$ cat config.mk
export PLATFORM = sky130hd
export DESIGN_NAME = dmem_store_buffer
export DESIGN_NICKNAME = d
export VERILOG_FILES = /design/src/rtl/dmem_store_buffer.sv
export SDC_FILE = /design/constraint.sdc
export NUM_CORES = 1
export LEC_CHECK = 0
export CAP_MARGIN = 25
export CORE_MARGIN = 4
export CORE_UTILIZATION = 50
export CTS_BUF_LIST = sky130_fd_sc_hd__clkbuf_2 sky130_fd_sc_hd__clkbuf_4 sky130_fd_sc_hd__clkbuf_8
export CTS_CLUSTER_DIAMETER = 60
export CTS_CLUSTER_SIZE = 12
export DETAILED_ROUTE_END_ITERATION = 10
export GPL_TIMING_DRIVEN = 0
export HOLD_SLACK_MARGIN = 0.02
export PLACE_DENSITY = 0.79
export SETUP_SLACK_MARGIN = 0.3
export SLEW_MARGIN = 25
export SYNTH_ARGS = -nofsm -noshare
export SYNTH_HDL_FRONTEND = slang
export SYNTH_SLANG_ARGS = --single-unit
$ cat constraint.sdc
create_clock -name clk -period 2 [get_ports clk]
set_input_delay 0.2 -clock clk [delete_from_list [all_inputs] [get_ports clk]]
set_output_delay 0.2 -clock clk [all_outputs]
set_load 0.01 [all_outputs]
$ cat src/rtl/dmem_store_buffer.sv
// Posted-write store buffer between the core data port and a req/ack memory.
// Define SB_FORWARD_EN to forward load hits from the buffer; otherwise loads drain it first.
module dmem_store_buffer #(
  parameter int DATA_W = 32,
  parameter int ADDR_W = 9,
  parameter int DEPTH  = 4
) (
  input  logic                     clk,
  input  logic                     rst,
  input  logic                     WR,
  input  logic                     RD,
  input  logic [ADDR_W-1:0]        Address,
  input  logic [DATA_W-1:0]        WRData,
  output logic [DATA_W-1:0]        RDData,
  output logic                     stall,
  output logic                     mem_req,
  output logic                     mem_we,
  output logic [ADDR_W-1:0]        mem_addr,
  output logic [DATA_W-1:0]        mem_wdata,
  input  logic [DATA_W-1:0]        mem_rdata,
  input  logic                     mem_ack,
  output logic [$clog2(DEPTH):0]   sb_count,
  output logic                     sb_full,
  output logic                     sb_empty
);

  localparam int PW = $clog2(DEPTH);
  localparam int CW = PW + 1;

  typedef enum logic [1:0] {
    IDLE,
    DRAIN,
    LOAD,
    LDONE
  } state_e;

  state_e            state_q, state_d;
  logic [ADDR_W-1:0] addr_q [DEPTH];
  logic [DATA_W-1:0] data_q [DEPTH];
  logic [PW-1:0]     head_q, tail_q;
  logic [CW-1:0]     count_q, count_d;
  logic [DATA_W-1:0] ld_data_q;

  logic              full, empty;
  logic              rd_req, enq, pop;
  logic              ld_hit, ld_miss;
  logic [DATA_W-1:0] fwd_data;

  assign full    = (count_q == CW'(DEPTH));
  assign empty   = (count_q == '0);
  assign rd_req  = RD & ~WR;
  assign enq     = WR & ~full;
  assign pop     = (state_q == DRAIN) & mem_ack;
  assign count_d = count_q + CW'(enq) - CW'(pop);

`ifdef SB_FORWARD_EN
  logic          fwd_hit;
  logic [PW-1:0] fwd_idx;

  // Walk oldest to youngest so the last match wins.
  always_comb begin
    fwd_hit  = 1'b0;
    fwd_data = '0;
    fwd_idx  = '0;
    for (int k = 0; k < DEPTH; k++) begin
      fwd_idx = head_q + PW'(k);
      if ((CW'(k) < count_q) && (addr_q[fwd_idx] == Address)) begin
        fwd_hit  = 1'b1;
        fwd_data = data_q[fwd_idx];
      end
    end
  end

  assign ld_hit  = rd_req & fwd_hit;
  assign ld_miss = rd_req & ~fwd_hit;
`else
  assign fwd_data = '0;
  assign ld_hit   = 1'b0;
  assign ld_miss  = rd_req & empty;
`endif

  always_comb begin
    state_d = state_q;
    unique case (state_q)
      IDLE: begin
        if (ld_miss) begin
          state_d = LOAD;
        end else if (!empty) begin
          state_d = DRAIN;
        end
      end
      DRAIN: begin
        if (mem_ack) begin
          state_d = ld_miss ? LOAD : IDLE;
        end
      end
      LOAD: begin
        if (mem_ack) begin
          state_d = LDONE;
        end
      end
      LDONE: state_d = IDLE;
      default: state_d = IDLE;
    endcase
  end

  always_comb begin
    mem_req   = 1'b0;
    mem_we    = 1'b0;
    mem_addr  = '0;
    mem_wdata = '0;
    if (state_q == DRAIN) begin
      mem_req   = 1'b1;
      mem_we    = 1'b1;
      mem_addr  = addr_q[head_q];
      mem_wdata = data_q[head_q];
    end else if (state_q == LOAD) begin
      mem_req   = 1'b1;
      mem_addr  = Address;
    end
  end

  // Held in reset the core must not be frozen.
  assign stall = rst & ((WR & full) |
                 (rd_req & (state_q != LDONE) & ~ld_hit));

  assign RDData   = ld_hit ? fwd_data : ld_data_q;
  assign sb_count = count_q;
  assign sb_full  = full;
  assign sb_empty = empty;

  always_ff @(posedge clk or negedge rst) begin
    if (!rst) begin
      state_q   <= IDLE;
      head_q    <= '0;
      tail_q    <= '0;
      count_q   <= '0;
      ld_data_q <= '0;
      for (int i = 0; i < DEPTH; i++) begin
        addr_q[i] <= '0;
        data_q[i] <= '0;
      end
    end else begin
      state_q <= state_d;
      count_q <= count_d;
      if (enq) begin
        addr_q[tail_q] <= Address;
        data_q[tail_q] <= WRData;
        tail_q         <= tail_q + PW'(1);
      end
      if (pop) begin
        head_q <= head_q + PW'(1);
      end
      if ((state_q == LOAD) && mem_ack) begin
        ld_data_q <= mem_rdata;
      end
    end
  end

endmodule

---- After elaboration in Yosys (flattened, before gate mapping) ----
Index checks and enable logic that the tools add are counted.
storage, ports and cells
  latch bits .............................. 0
  bits of input ports ..................... 78
  output and inout port bits .............. 81
  memory bits (writable) .................. 0
  bits in registers ....................... 205
  ROM bits ................................ 0
  memories kept ........................... 0
cells by class
  reduce and logical (&&, ||, !) cells .... 5
  bitwise operators ....................... 12
  multiply operators ...................... 0
  add/subtract/negate cells ............... 4
  shift-type cells ........................ 0
  div/mod/pow operators ................... 0
  eq/ne operators ......................... 8
  $lt $le $gt $ge ......................... 3
  muxes and demuxes ....................... 24
operators by type and width
  kind                                                                          count
  128-bit bitwise mux                                                           1
  32-bit two-way mux                                                            4
  32-bit binary-select mux with 2-bit select                                    1
  32-bit demux with 2-bit select                                                1
  9-bit two-way mux                                                             5
  36-bit bitwise mux                                                            1
  9-bit binary-select mux with 2-bit select                                     1
  9-bit demux with 2-bit select                                                 1
  2-bit two-way mux                                                             5
  2-bit one-hot mux with 4 select lines                                         1
  1-bit bitwise AND                                                             7
  3-bit greater-or-equal comparator, second input constant                      2
  2-bit inequality test, second input constant                                  3
  2-bit NOT with 3-bit output                                                   2
  2-bit by 1-bit adder with 2-bit output, second input constant                 2
  2-bit == test, second input constant                                          2
  3-bit by 1-bit adder with 3-bit output                                        1
  3-bit == test, second input constant                                          1
  3-bit logical NOT                                                             1
  3-bit by 1-bit less-than comparator with 1-bit output, second input constant  1
  1-bit two-way mux                                                             3
  3-bit inequality test, second input constant                                  1
  3-bit AND reduction                                                           1
  3-bit by 1-bit subtractor with 3-bit output                                   1
  5 further kinds                                                               7

---- Logic depth before layout (Yosys ltp) ----
Gate-level depths: netlist (run 1).
  depth after elaboration ................. 6
  mapped depth ............................ 9
  gate-level depth less buffers ........... 8

---- Worst setup path before layout (run 1) ----
No wires, ideal clock.
  path type ............................... register to register
  from .................................... reg state_q[1]
  to ...................................... reg count_q[2], in the netlist sb_count[2]
  data required time ...................... 1.877 ns
  buffers on the path ..................... 1
  path slack .............................. -0.141 ns
  cell stages (with the launch flop) ...... 10
  clock period less this slack ............ 2.141 ns
  arrival time ............................ 2.018 ns
  setup time .............................. 0.123 ns
  cell sequence ........................... dfrtp_1 -> inv_1 -> ha_1 -> clkbuf_1 -> and2_1 -> ha_1 -> inv_1 -> ha_1 -> fa_1 -> xnor2_1
between the ends
  longest elaborated chain between the ends .. 3
ends and longest elaborated chain
  item                                         line  RTL
  start: declaration                           37    state_e state_q, state_d;
  start signal: assignment                     144   state_q <= state_d;
  2-bit by 1-bit == test with 1-bit output     53    assign pop = (state_q == DRAIN) & mem_ack;
  1-bit bitwise AND                            53
  named net pop                                45    logic rd_req, enq, pop;
  3-bit by 1-bit subtractor with 3-bit output  54    assign count_d = count_q + CW'(enq) - CW'(pop);
  named net count_d[2]                         41    logic [CW-1:0] count_q, count_d;
  end signal: assignment                       145   count_q <= count_d;
  end: declaration                             41
The timed path passes the listed nets, and every way through them passes these cells.
A chain may end at the register's enable or synchronous reset.

---- Final worst setup path (run 1) ----
  from .................................... reg head_q[0]
  to ...................................... out mem_wdata[7]
between the ends
  longest elaborated chain between the ends .. 5
ends and longest elaborated chain
  item                                                    line  RTL
  start: declaration                                      40    logic [PW-1:0] head_q, tail_q;
  start signal: assignment                                152   head_q <= head_q + PW'(1);
  2-bit NOT with 3-bit output (not written as such)       116   mem_wdata = data_q[head_q];
  32-bit binary-select mux with 2-bit select              116
  32-bit two-way mux (not written as such) (2 in series)  116
  32-bit two-way mux                                      112   if (state_q == DRAIN) begin
  end: declaration                                        19    output logic [DATA_W-1:0] mem_wdata,
Every way passes these cells. The select of a mux whose other input is x is not followed.

==> flow_summary.yaml, run 1 <==
outcome:
  status: "finished, violations left"
  violations: "setup timing"
synthesis:
  ys_seq_area_share_pct: 55.7
  yosysMostFrequentCell: "dfrtp_1"
  syn_avg_cell_area_um2: 16.1
  synth_nets: 660
  yosys-top-cells-area: "dfrtp_1, mux2_2, mux4_2"
  ys_warn_count: 0
  synthDistinctLibCells: 31
  synth_top_area_cell: "dfrtp_1"
  synth_top_cell_area_share_pct: 55.7
  ys_seq_elements: 205
  syn_inst: 571
  syn_area_mm2: 0.00922
  synth_top_cells_by_count: "dfrtp_1, mux2_2, mux4_2"
  async_reset_ff_share_pct: 100
  ys.flop_type: "dfrtp_1"
  synth_edf_count: 0
sta:
  final_max_slew_viol_count: 0
  finalClockSkew_ns: 0.0199
  post-route-period-util_pct: 117
  final.setup.tns_ns: -10.54
  rsz0062_at_grt: "yes"
  final.setup.worst_slack_ns: -0.341
  hold_viol_final: 0
  worstMarginPinSlew_ns: 0.497
  setup_viol: 42
  fmax_ghz: 0.427
  min_period_ns: 2.34
  relSlewSlack_pct: 66.9
floorplan:
  initial_utilization_pct: 51.1
  die_y_um: 144
  core_mm2: 0.0180
  die_width_um: 144
  die-area_mm2: 0.0207
  fp-row-count: 49
  io_pins: 159
placement:
  placed_area_mm2: 0.0112
  place_congestion: 0.742
  dp_hpwl_mm: 14.4
  portBuffers: 158
final_layout:
  drive_gt1_share_pct: 57.4
  regArea_mm2: 0.00514
  fill_cells: 1068
  postLayoutCellArea_mm2: 0.0134
  syn2layout_area_growth_pct: 45.2
  fin_nets: 906
  multi_input_area_mm2: 0.00453
setup_path:
  crit_required_ns: 1.80
  r2r_start: "state_q[0]$_DFFE_PN0P_"
  cpLargestDelayFamily: "buffers and inverters"
  critical_path_class: "register to primary output"
  path_common_cell: "buf_12"
  cp_num_cells: 7
  path_buf_inv: 5
  endpoint_kind: "primary output"
  r2r_cells: 8
  startpoint: "head_q[0]$_DFFE_PN0P_"
  crit_path_cell_trace: "buf_12 > buf_12 > buf_8 > buf_16 > mux4_2 > and2_4 > buf_6"
  slowest_delay_ns: 0.42
  arrival_ns: 2.14
  start_kind: "register"
  critPathSlowestCell: "mux4_2"
  path_max_fanout: 8
cts:
  clk_pin_slew_ns: 0.08
  clkSinkCount: 205
  cts_tree: "built"
  cts-buffers-inserted: 21
  h-tree-depth: 1
  cts_buffer_depth: 3
  cts-root-buf: "clkbuf_8"
  clk_latency_ns: 0.52
global_routing:
  antenna_found_initial: 1
  grt_pass1_wl_mm: 34.7
  grt_pass1_vias: 6494
  grt_max_degree: 97
  grt.total_usage_pct: 21.4
  grt_overflow: 0
power:
  power_density_mw_per_mm2: 1760
  ir_drop_uv: 963
  leakagePower_nw: 5.99
route:
  drt_first_pass_iters: 4
  wl_per_cell_um: 24.6
  drcViolationCount: 0
  via_count: 5987
  first_iter_violations: 298
  ant_nets: 0
  wirelength_mm: 25.8
  viasPerCell: 5.71
min_path:
  min_path_type: "input pin to asynchronous set/reset pin"
job:
  cap_violations: 0
-- state kept, by name (all words and copies together) (netlist names) --
name / flops
data_q: 128
addr_q: 36
RDData: 32
sb_count: 3
head_q: 2
state_q: 2
tail_q: 2
-- path summary, 6_finish.rpt --
check	to	slack, ns
max	mem_wdata[7]	-0.34
max reg2reg	sb_count[2]$_DFF_PN0_	0.04
min in group clk	RDData[16]$_DFFE_PN0P_	0.30
min reg2reg	RDData[8]$_DFFE_PN0P_	0.51
min	RDData[28]$_DFFE_PN0P_	0.17
max in group asynchronous	data_q[92]$_DFFE_PN0P_	0.71
-- cells in the final DEF (no fill, tap or decap), types with 7 or more instances in the layout --
cell and n:
mux4_2 41, a22o_1 8, buf_8 13, mux2_4 143, buf_4 22, dfrtp_1 200
mux2_2 54, clkdlybuf4s50_1 107, clkbuf_16 16, clkbuf_8 24, buf_2 20, nand2_1 7
buf_6 40, buf_12 20, clkbuf_4 7, and2_4 30
-- timing repair --
item,in CTS,in global routing
setup buffers,31,12
hold endpoints to repair,88,0
hold buffers,1,0
gates resized for setup,304,215
setup endpoints to repair,244,195
cloned,6,13
pin swaps,34,5
-- worst reg2reg max path, cell delays in order (launching register included) --
cell and delay [ns]:
dfrtp_2 0.47, ha_4 0.19, buf_6 0.12, and2_4 0.15, ha_4 0.26, inv_2 0.04, ha_4 0.15, fa_2 0.34
xnor2_1 0.13
-- per-layer routing --
layer | global-route usage (%) | share of wire (%) | vias up
met5 | 0 | 0 | -
met3 | 3.13 | 5.2 | 42
met1 | 26.8 | 40 | 3213
met4 | 5.20 | 2.0 | 0
met2 | 39.4 | 52 | 177
li1 | - | - | 2555
-- area by class of cell --
| cell class | instances | area share [%] |
|---|---|---|
| flip-flops and latches | 205 | 38.4 |
| multi-input cells | 324 | 33.8 |
| repair buffers | 223 | 18.5 |
| plain buffers | 35 | 4.37 |
| clock buffers | 23 | 2.27 |
| well taps | 229 | 2.14 |
| clock inverters | 2 | 0.290 |
| inverters | 7 | 0.215 |
| diodes | 1 | 0.0187 |
-- where the power goes --
| group | leakage, nW | internal [mW] | switching, mW |
|---|---|---|---|
| sequential | 2.46 | 6.27 | 1.29 |
| combinational | 3.36 | 8.67 | 4.85 |
| clock | 0.179 | 1.13 | 1.41 |
-- cells by family (layout without fill, tap and decap cells) --
family                   after synthesis  count (layout)  share of synthesized area (%)
adder cells (fa/ha/maj)               11              11                           1.57
other                                  0               1                              0
buffers and inverters                 42             290                           3.43
multiplexers                         238             238                           34.1
flip-flops                           205             205                           55.7
AND/OR/NAND/NOR                       56              56                           3.50
AO/OA/AOI/OAI                         14              14                           1.26
XOR/XNOR                               5               5                          0.475
-- metrics by stage --
step	util [%]	std cells	total power, mW	setup slack (ns)	hold WS (ns)
after floorplan	-	571	13.2	0.0711	-0.0956
after global placement	61.9	958	16.6	-7.71	0.483
after detailed placement	62.2	960	17.1	-0.615	0.119
after CTS	67.8	1023	20.9	-0.365	0.158
after global routing	74.2	1049	24.7	-0.412	0.171
final	74.2	1049	23.6	-0.341	0.168
(Power assumes the default switching activity.)
==> inputs of run 2 (changes only) <==
CORE_ASPECT_RATIO = 1.25   (was not set)
CTS_CLUSTER_SIZE = 30   (was 12)
TNS_END_PERCENT = 20   (was not set)
==> run 2 against run 1 <==
The flow still finishes with violations (setup timing). Sequential cell count unchanged. Register-to-register slack hardly changed. Largest cell class unchanged. Cell count decreased by 2.6%.
==> flow_summary.yaml, run 2 (same netlist as run 1, synthesis figures left out) <==
sta:
  min_period_ns: 2.32
  final_max_slew_viol_count: 0
  post-route-period-util_pct: 116
  fmax_ghz: 0.431
  finalClockSkew_ns: 0.0452
  worstMarginPinSlew_ns: 0.486
  relSlewSlack_pct: 67.6
  final.setup.worst_slack_ns: -0.320
  rsz0062_at_grt: "yes"
  hold_viol_final: 0
  setup_viol: 42
setup_path:
  path_max_fanout: 8
  reg2reg_slack_ns: 0.04
  critPathCapture: "mem_wdata[15]"
  startpoint: "head_q[0]$_DFFE_PN0P_"
  critical_path_class: "register to primary output"
  crit_path_cell_trace: "buf_12 > buf_12 > buf_16 > buf_12 > mux4_2 > and2_4 > buf_6"
  arrival_ns: 2.12
  critPathSlowestCell: "mux4_2"
  reg2reg_to: "sb_count[1]$_DFF_PN0_"
  r2r_cells: 8
  slowest_delay_ns: 0.48
  r2r_start: "state_q[1]$_DFFE_PN0P_"
  crit_required_ns: 1.80
  path_common_cell: "buf_12"
  endpoint_kind: "primary output"
  start_kind: "register"
floorplan:
  fp-row-count: 55
  die-area_mm2: 0.0207
  die_y_um: 160
  io_pins: 159
  initial_utilization_pct: 50.9
  core_mm2: 0.0181
  die_width_um: 129
placement:
  portBuffers: 158
  place_congestion: 0.774
  dp_hpwl_mm: 14.7
cts:
  clk_latency_ns: 0.52
  cts_buffer_depth: 3
  clkSinkCount: 205
  h-tree-depth: 1
  cts-buffers-inserted: 15
  clk_pin_slew_ns: 0.13
  cts_tree: "built"
  cts-root-buf: "clkbuf_8"
final_layout:
  mostFrequentLayoutCells: "dfrtp_1, mux2_2, clkdlybuf4s50_1"
  final_common_cell: "dfrtp_1"
  regArea_mm2: 0.00513
  antenna_cells: 0
  multi_input_area_mm2: 0.00428
  syn2layout_area_growth_pct: 36.1
  drive_gt1_share_pct: 55.3
  fin_nets: 875
  regMostFlops: "data_q"
  largest_reg_flops: 128
  utilization_pct: 69.3
  fill_cells: 1229
route:
  drt_first_pass_iters: 4
  viasPerCell: 5.48
  via_count: 5603
  wirelength_mm: 22.1
  wl_per_cell_um: 21.6
  ant_nets: 0
  first_iter_violations: 233
  drcViolationCount: 0
job:
  cap_violations: 0
power:
  power_density_mw_per_mm2: 1730
  ir_drop_uv: 812
  leakagePower_nw: 5.52
  power_mw: 21.7
outcome:
  status: "finished, violations left"
  violations: "setup timing"
global_routing:
  antenna_found_initial: 0
  grt_pass1_wl_mm: 34.3
  grt_overflow: 0
  grt.total_usage_pct: 20.9
  grt_pass1_vias: 6435
  grt_max_degree: 98
min_path:
  min_path_type: "input pin to asynchronous set/reset pin"
## run 2: power breakdown
group / total [mW] / leakage [nW] / internal [mW] / switching [mW]
Clock: 2.28 / 0.161 / 0.914 / 1.37
Sequential: 7.44 / 2.46 / 6.26 / 1.18
Combinational: 12.0 / 2.90 / 7.66 / 4.31
## run 2: final cells by class
| type | instances | area share, % |
|---|---|---|
| flip-flops and latches | 205 | 40.9 |
| multi-input cells | 324 | 34.1 |
| repair buffers | 198 | 16.0 |
| plain buffers | 35 | 3.94 |
| well taps | 228 | 2.27 |
| clock buffers | 17 | 1.77 |
| clock inverters | 8 | 0.658 |
| inverters | 7 | 0.249 |
## run 2: per-layer routing
layer	global-route usage (%)	vias up	part of all wire, %
li1	-	2496	-
met1	25.4	2963	39
met2	39.0	109	56
met3	2.51	35	3.8
met4	5.34	0	2.0
met5	0	-	0
## run 2: critical path: cells and delay by family, from the launching register on
| kind | cells | cell delay (ns) |
|---|---|---|
| simple gates | 1 | 0.18 |
| flops | 1 | 0.38 |
| mux | 1 | 0.48 |
| buf+inv | 5 | 0.60 |
## run 2: how the worst min path moves through the flow
stage / slack [ns] / depth (start not counted) / from / to
5_1_grt: 0.14 / 2 / rst / RDData[21]$_DFFE_PN0P_
4_1_cts: 0.12 / 2 / rst / RDData[21]$_DFFE_PN0P_
3_3_place_gp: 0.48 / 1 / data_q[40]$_DFFE_PN0P_ / data_q[40]$_DFFE_PN0P_
2_1_floorplan: -0.1 / 0 / rst / RDData[0]$_DFFE_PN0P_
3_5_place_dp: 0.09 / 1 / rst / RDData[24]$_DFFE_PN0P_
6_report: 0.14 / 2 / rst / RDData[21]$_DFFE_PN0P_
## run 2: timing repair
item	in CTS	in global routing
gates resized for setup	295	133
setup endpoints to repair	243	239
hold buffers	1	0
buffers inserted	21	14
pin swaps	18	11
gates cloned	2	0
endpoints found under the hold margin	131	0
## run 2: through the flow
step | setup WS (ns) | instance area (um2) | instances | TNS [ns] | hold WS, ns
floorplan | 0.0711 | 9290 | 571 | 0 | -0.0956
global route | -0.395 | 12500 | 1022 | -12.01 | 0.141
detailed placement | -0.563 | 11200 | 959 | -45.29 | 0.0913
finish | -0.320 | 12500 | 1022 | -9.31 | 0.142
global placement | -7.80 | 11200 | 957 | -1506.90 | 0.483
CTS | -0.341 | 12000 | 1008 | -9.86 | 0.116
==> inputs of run 3 (changes only) <==
CTS_CLUSTER_DIAMETER = 40   (was 60)
==> run 3 against run 2 <==
Register-to-register slack worse by 0.04 ns. The run still ends with setup timing left. Largest cell class unchanged. Cell area is 6.0% higher. Non-clock buffer count is 2 higher. Critical path type unchanged. Clock skew is 0.028 ns lower. Critical path depth is 1 lower. First-iteration DRC count stayed put.
==> flow_summary.yaml, run 3 (same netlist as run 1, synthesis figures left out) <==
outcome:
  status: "finished, violations left"
  violations: "setup timing"
floorplan:
  fp-row-count: 55
  io_pins: 159
  initial_utilization_pct: 50.9
  core_mm2: 0.0181
  die_width_um: 129
  die-area_mm2: 0.0207
  die_y_um: 160
global_routing:
  grt_pass1_wl_mm: 36.2
  grt_max_degree: 98
  antenna_found_initial: 0
  grt.total_usage_pct: 22.1
  grt_pass1_vias: 6677
  grt_overflow: 0
placement:
  place_congestion: 0.774
  portBuffers: 158
  dp_hpwl_mm: 14.7
cts:
  cts-root-buf: "clkbuf_8"
  cts-buffers-inserted: 29
  h-tree-depth: 1
  cts_tree: "built"
  clk_latency_ns: 0.56
  cts_buffer_depth: 3
  clkSinkCount: 205
  clk_pin_slew_ns: 0.08
sta:
  hold_viol_final: 0
  rsz0062_at_grt: "yes"
  relSlewSlack_pct: 67.8
  min_period_ns: 2.36
  final_max_slew_viol_count: 0
  final.setup.tns_ns: -12.29
  finalClockSkew_ns: 0.0176
  worstMarginPinSlew_ns: 0.483
  fmax_ghz: 0.424
  post-route-period-util_pct: 118
  setup_viol: 41
  final.setup.worst_slack_ns: -0.361
  hold_slack_ns: 0.0925
min_path:
  min_path_type: "input pin to asynchronous set/reset pin"
setup_path:
  path_common_cell: "buf_12"
  endpoint_kind: "primary output"
  slowest_delay_ns: 0.51
  r2r_start: "state_q[1]$_DFFE_PN0P_"
  cpLargestDelayFamily: "buffers and inverters"
  critPathSlowestCell: "mux4_2"
  start_kind: "register"
  critical_path_class: "register to primary output"
  reg2reg_to: "sb_count[2]$_DFF_PN0_"
  crit_path_cell_trace: "buf_12 > buf_4 > buf_12 > mux4_2 > and2_4 > buf_6"
  reg2reg_slack_ns: 0
  crit_required_ns: 1.80
  r2r_cells: 9
  path_max_fanout: 8
  arrival_ns: 2.16
  path_buf_inv: 4
final_layout:
  antenna_cells: 0
  utilization_pct: 73.4
  mostFrequentLayoutCells: "dfrtp_1, mux2_4, clkdlybuf4s50_1"
  largest_reg_flops: 128
  final_common_cell: "dfrtp_1"
  regMostFlops: "data_q"
  fin_nets: 891
  drive_gt1_share_pct: 58.3
  syn2layout_area_growth_pct: 44.2
power:
  ir_drop_uv: 930
  leakagePower_nw: 6.13
  power_density_mw_per_mm2: 1800
route:
  ant_nets: 0
  drcViolationCount: 0
  first_iter_violations: 233
  via_count: 5823
  viasPerCell: 5.54
  wl_per_cell_um: 22.5
  drt_first_pass_iters: 5
  wirelength_mm: 23.6
job:
  cap_violations: 0
[run 3: worst max path at each step]
stage	startpoint	endpoint	slack (ns)	cells after the start
2_1_floorplan	state_q[1]$_DFFE_PN0P_	sb_count[2]$_DFF_PN0_	0.07	9
3_3_place_gp	rst	sb_count[1]$_DFF_PN0_	-7.80	1
3_5_place_dp	head_q[1]$_DFFE_PN0P_	mem_addr[5]	-0.56	6
4_1_cts	head_q[0]$_DFFE_PN0P_	mem_addr[8]	-0.41	6
5_1_grt	head_q[0]$_DFFE_PN0P_	mem_addr[3]	-0.44	6
6_report	head_q[0]$_DFFE_PN0P_	mem_wdata[10]	-0.36	6
[run 3: through the flow]
step / total power, mW / setup slack, ns / instances / instance area, um2
floorplan: 13.2 / 0.0711 / 571 / 9290
global placement: 16.6 / -7.80 / 957 / 11200
detailed placement: 17.2 / -0.563 / 959 / 11200
CTS: 22.7 / -0.405 / 1039 / 12700
global route: 25.2 / -0.443 / 1052 / 13300
finish: 23.9 / -0.361 / 1052 / 13300
[run 3: timing repair]
action	CTS	global route
hold buffers	1	0
cloned	3	2
endpoints found under the hold margin	131	0
gates resized for setup	371	141
buffers inserted	23	11
pin swaps	26	7
setup endpoints to repair	250	258
[run 3: area by class of cell]
class	instances	area [um2]
sequential	205	5140
tap	228	285
clock buffer	33	448
multi-input combinational	324	4460
clock inverter	20	249
fill	1111	4810
timing repair buffer	200	2130
buffer	35	546
inverter	7	31.3
[run 3: routing by layer]
metal	vias up	global-route usage [%]	wire, um
li1	2535	-	-
met1	3108	26.4	9040
met2	139	41.3	13100
met3	41	3.38	935
met4	0	5.48	576
met5	-	0	0
[run 3: power breakdown]
group	switching, mW	total, mW	internal, mW
Combinational	4.57	12.6	8.04
Clock	1.79	3.88	2.08
Sequential	1.19	7.47	6.28
